`src/rtl/uart_pkg.sv`:
```
// Shared UART definitions used by both the transmit and receive paths.
package uart_pkg;

  typedef enum logic [1:0] {IDLE, START, DATA, STOP} state_t;

  localparam int DATA_BITS = 8;

  // Clocks per bit, rounded to the nearest integer.
  function automatic int calc_div(input int clock_rate, input int baud_rate);
    return (clock_rate + baud_rate / 2) / baud_rate;
  endfunction

  function automatic int clog2(input int value);
    int r;
    int v;
    r = 0;
    v = value - 1;
    while (v > 0) begin
      r = r + 1;
      v = v >> 1;
    end
    return r;
  endfunction

endpackage

```
`src/rtl/uart_baud_gen.sv`:
```
// Bit-period timer: pulses bit_done on the last of every DIV enabled cycles.
module uart_baud_gen
  import uart_pkg::*;
#(
  parameter int DIV = 10
) (
  input  logic clk_tx,
  input  logic rst_clk_tx,
  input  logic clear,
  input  logic enable,
  output logic bit_done
);

  localparam int CNT_W = clog2(DIV);
  localparam logic [CNT_W-1:0] LAST = CNT_W'(DIV - 1);

  logic [CNT_W-1:0] cnt;

  always_ff @(posedge clk_tx or posedge rst_clk_tx) begin
    if (rst_clk_tx) begin
      cnt <= '0;
    end else if (clear) begin
      cnt <= '0;
    end else if (enable) begin
      cnt <= (cnt == LAST) ? '0 : cnt + 1'b1;
    end
  end

  assign bit_done = enable && (cnt == LAST);

endmodule

```
`src/rtl/uart_tx_ctl.sv`:
```
// UART transmitter: one character per ready/valid handshake, sent as
// start bit, 8 data bits LSB first, then STOP_BITS stop bits.
module uart_tx_ctl
  import uart_pkg::*;
#(
  parameter int CLOCK_RATE = 100_000_000,
  parameter int BAUD_RATE  = 115_200,
  parameter int STOP_BITS  = 1
) (
  input  logic       clk_tx,
  input  logic       rst_clk_tx,
  input  logic [7:0] tx_data,
  input  logic       tx_data_vld,
  output logic       tx_ready,
  output logic       txd_tx
);

  localparam int DIV = calc_div(CLOCK_RATE, BAUD_RATE);

  if (DIV < 2) begin : g_div_check
    $error("uart_tx_ctl: clock/baud ratio must give at least 2 clocks per bit");
  end
  if (STOP_BITS < 1 || STOP_BITS > 2) begin : g_stop_check
    $error("uart_tx_ctl: STOP_BITS must be 1 or 2");
  end

  state_t               state;
  logic [DATA_BITS-1:0] shift;
  logic [2:0]           bit_idx;
  logic                 stop_idx;
  logic                 accept;
  logic                 baud_en;
  logic                 bit_done;

  assign accept  = tx_ready & tx_data_vld;
  assign baud_en = (state != IDLE);

  // Cleared on accept so the start bit lasts exactly DIV cycles.
  uart_baud_gen #(.DIV(DIV)) u_baud (
    .clk_tx     (clk_tx),
    .rst_clk_tx (rst_clk_tx),
    .clear      (accept),
    .enable     (baud_en),
    .bit_done   (bit_done)
  );

  always_ff @(posedge clk_tx or posedge rst_clk_tx) begin
    if (rst_clk_tx) begin
      state    <= IDLE;
      shift    <= '0;
      bit_idx  <= '0;
      stop_idx <= 1'b0;
      tx_ready <= 1'b0;
      txd_tx   <= 1'b1;
    end else begin
      case (state)
        IDLE: begin
          if (accept) begin
            shift    <= tx_data;
            state    <= START;
            tx_ready <= 1'b0;
            txd_tx   <= 1'b0;
          end else begin
            tx_ready <= 1'b1;
            txd_tx   <= 1'b1;
          end
        end
        START: begin
          if (bit_done) begin
            state   <= DATA;
            bit_idx <= '0;
            txd_tx  <= shift[0];
          end
        end
        DATA: begin
          if (bit_done) begin
            if (bit_idx == 3'(DATA_BITS - 1)) begin
              state    <= STOP;
              stop_idx <= 1'b0;
              txd_tx   <= 1'b1;
            end else begin
              // Next bit goes to the pin in the same edge as the shift.
              shift   <= {1'b0, shift[DATA_BITS-1:1]};
              bit_idx <= bit_idx + 1'b1;
              txd_tx  <= shift[1];
            end
          end
        end
        STOP: begin
          if (bit_done) begin
            if (stop_idx == 1'(STOP_BITS - 1)) begin
              state    <= IDLE;
              tx_ready <= 1'b1;
            end else begin
              stop_idx <= 1'b1;
            end
          end
        end
        default: begin
          state  <= IDLE;
          txd_tx <= 1'b1;
        end
      endcase
    end
  end

endmodule

```
`config.mk`:
```
export PLATFORM = sky130hd
export DESIGN_NAME = uart_tx_ctl
export DESIGN_NICKNAME = d
export VERILOG_FILES = /design/src/rtl/uart_pkg.sv /design/src/rtl/uart_baud_gen.sv /design/src/rtl/uart_tx_ctl.sv
export SDC_FILE = /design/constraint.sdc
export NUM_CORES = 1
export LEC_CHECK = 0
export BUFFER_PORTS_ARGS = -buffer_cell sky130_fd_sc_hd__buf_2
export CORE_MARGIN = 2
export CORE_UTILIZATION = 52
export DETAILED_ROUTE_END_ITERATION = 8
export PLACE_DENSITY = 0.86
export SLEW_MARGIN = 20
export SYNTH_ARGS = -nofsm -noshare
export SYNTH_HDL_FRONTEND = slang
export SYNTH_SLANG_ARGS = --single-unit
```
`constraint.sdc`:
```
create_clock -name clk_tx -period 1.89 [get_ports clk_tx]
set_input_delay 0 -clock clk_tx [delete_from_list [all_inputs] [get_ports clk_tx]]
set_output_delay 0 -clock clk_tx [all_outputs]
set_load 0.05 [all_outputs]
```
==> results.md <==
- Total Routed Length: approximately 2900 um
- Slew HR: 75.94%
- Synth unique cells: 35
- Total grt overflow: 0
- Vias: between 1000 and 1500
- CP most frequent cell: inv_1
- Internal: between 600 and 700 uW
- Die height: 56.26 um
- Asr flop ratio synth: 100.0%
- Min Hold Slack: between 20 and 30 ps
- Post-Syn Area: ~1400 um^2
- Comb power frac: under 10%
- CP endpoint kind: register
- Vias in the first global route: between 1000 and 1500
- Max cap viols: 0
- YS warnings: 0
- CP bufs+invs: 3
- Cell accounting for the most synthesized area: dfrtp_1
- CTS Buf Count: 3
- PwrDens: roughly 500 nW/um^2
- CP top delay family: flip-flops
- FMAX: 0.5498 GHz
- Worst-skew pair later-pin latency: approximately 320 ps
- Worst vdd ir: approximately 0.00043 V
- DRC errors left: 0
- Cell count after synthesis: around 140
- Chip Width: 56.26 um
- Starting Density: 56.30%
- GP Congestion: roughly 0.85
- Dpl cell area: ~1600 um^2
- Post-synthesis register bit count: 25
- Setup CP Type: register to register
- Pre-Repair DR Iteration Count: 4
- Switching share of power: roughly 23%
- CP Max Fanout: 4
- Final Power: about 850 uW
- Sink Count: 25
- Prevailing post-synth register cell: dfrtp_1
- Global Route Usage Sum: ~21%
- Port bufs: 12
- Final ANT Viol Nets: 0
- I/O pins: 13
- Status: completed
- Antenna Cells: 0
- Worst-path clk slew: 140 ps
- Pre-CTS WS: -0.4716 ps
- Finished Cell Area: around 1700 um^2
- Register share of total power: around 65%
- Via density: 6.068
- Setup violators final: 0
- Number of synthesized flops with an enable pin: 0
- Fin crit period: 1819 ps
- Synth area leaders: dfrtp_1, mux2_2, ha_1
- CP Data Arrival Time: 2080 ps
- Clock Power Share: between 20% and 30%
- Final Worst Setup Slack: a little over 70 ps
- Clock root buffer: clkbuf_4
- Final Hold Vio Count: 0
- Hpwl dp: ~2100 um
- CP Launch Type: register
- Sequential area share after synthesis: between 40 and 50%
- H-Tree Depth: 1
- First-pass GRT wire length: 5216 um
- Core area: between 2000 and 3000 um^2
- Final nets: about 180
- Post-Syn Area per Cell: 10.52 um^2
- Worst Hold Class: primary input to register
- Crit share post-route: roughly 96%
- Register area: 628.1 um^2
- Die area: 3165 um^2
- Pins over their slew limit: 0
- Layout area overhead: 18.59%
- NetSw: about 200 uW
- Clock buffer depth: 2
- Area share of the largest cell type after synthesis: between 40% and 50%
- Layout cells sized above 1: 35.80%
- Rows: 18
- Cell chain of the critical path: inv_1 > ha_2 > inv_1 > buf_4 > or3_1 > o21ai_2 > mux2_1
- Routed len/inst: around 15 um
- Drt initial violations: 37
- Initial antenna violation count: 0
- Slowest CP cell: dfrtp_1
- Multi-input logic area: 798.3 um^2
- # fillers: 191
- Delay of the slowest critical-path stage: 440 ps
- Required time of the critical path: roughly 2200 ps
- Largest net degree at the start of global routing: 26
- Worst slew pin tran: around 360 ps
- Static Leak: 0.0007626 uW
- Syn Nets: ~150
- CTS tree: done
- Worst clock skew: around 10 ps
[worst reg2reg max path, stage by stage (launching register included)]
cell and delay (ps):
dfrtp_1 440, inv_1 100, ha_2 210, inv_1 110, buf_4 160, or3_1 350, o21ai_2 70, mux2_1 330
[layer usage]
layer,up-vias,wire [um],track usage [%]
li1,542,-,-
met1,580,1299,27.95
met2,39,1445,33.45
met3,4,160,3.687
met4,0,23,7.823
met5,-,0,0
[power by group through the flow]
stage	clock, uW	sequential [uW]	combinational (uW)
6_report	241	549	59.0
5_1_grt	271	550	66.1
4_1_cts	245	547	56.4
3_5_place_dp	0	557	53.7
3_3_place_gp	0	556	52.2
2_1_floorplan	0	555	31.8
[path summary, 6_finish.rpt]
kind | start | endpoint | slack [ps] | cells past startpoint
setup / recovery | state[1] | txd_tx | 70 | 7
hold / removal | tx_data[0] | shift[0] | 30 | 3
hold reg to reg | shift[5] | shift[5] | 530 | 1
max in group asynchronous | rst_clk_tx | txd_tx | 1360 | 4
min in group asynchronous | rst_clk_tx | shift[1] | 250 | 4
setup reg to reg | state[1] | txd_tx | 70 | 7
[placed cells by master, fill, tap and decap left out, types with 2 or more instances in the layout]
master,instances
mux2_2,16
a31oi_1,2
nor2b_1,2
nor3_1,2
or3_4,2
xnor2_1,5
nand3_1,11
buf_2,12
nor2_1,11
ha_1,4
xor2_1,3
o21ai_0,7
ha_2,2
dfrtp_1,23
inv_1,4
nor4_1,4
buf_4,13
clkbuf_4,3
nand2_1,8
nand4_1,3
a21boi_0,2
or3_1,2
[state kept, by name, summed over array words and instances, names as in the netlist]
register	flops
u_baud.cnt	10
shift	8
bit_idx	3
state	2
tx_ready	1
txd_tx	1
[what timing repair did]
item	4_1_cts	5_1_grt
gates resized for setup	1	9
buffers inserted	0	2
pin swaps	0	4
endpoints found under the hold margin	25	0
setup endpoints to repair	8	20
hold buffers	1	0
[cells in the mapped netlist (all sizes together) (2+ instances only)]
cell and instances:
nor2 11, mux2 17, nor4 4, xnor2 5
nor2b 2, ha 7, nand3 11, nor3 3
a31oi 3, nand2 8, dfrtp 24, a21boi 3
nand4 3, o21ai 10, inv 4, buf 3
or3 4, xor2 3
[final cells by class]
cell class / instances / share of cell area, %
Timing Repair Buffer: 27 / 10.62
Tap cell: 30 / 2.229
Sequential cell: 25 / 37.30
Multi-Input combinational cell: 102 / 47.40
Inverter: 4 / 0.8915
Clock buffer: 4 / 1.560
[metrics by stage]
stage	instances	utilization [%]	setup TNS [ps]
finish	192	66.77	0
global route	192	66.77	-4.440
CTS	190	64.83	0
detailed placement	185	63.05	-0.4716
global placement	185	63.05	0
floorplan	135	-	0
[cells by family after synthesis]
logic type | Yosys count | synth area share [%]
simple gates | 50 | 18.77
xor+xnor | 8 | 4.934
fa+ha+maj | 7 | 6.167
mux | 17 | 13.48
compound gates | 20 | 10.22
flops | 25 | 44.14
buf+inv | 8 | 2.290
Power figures use the tool's default switching activity.
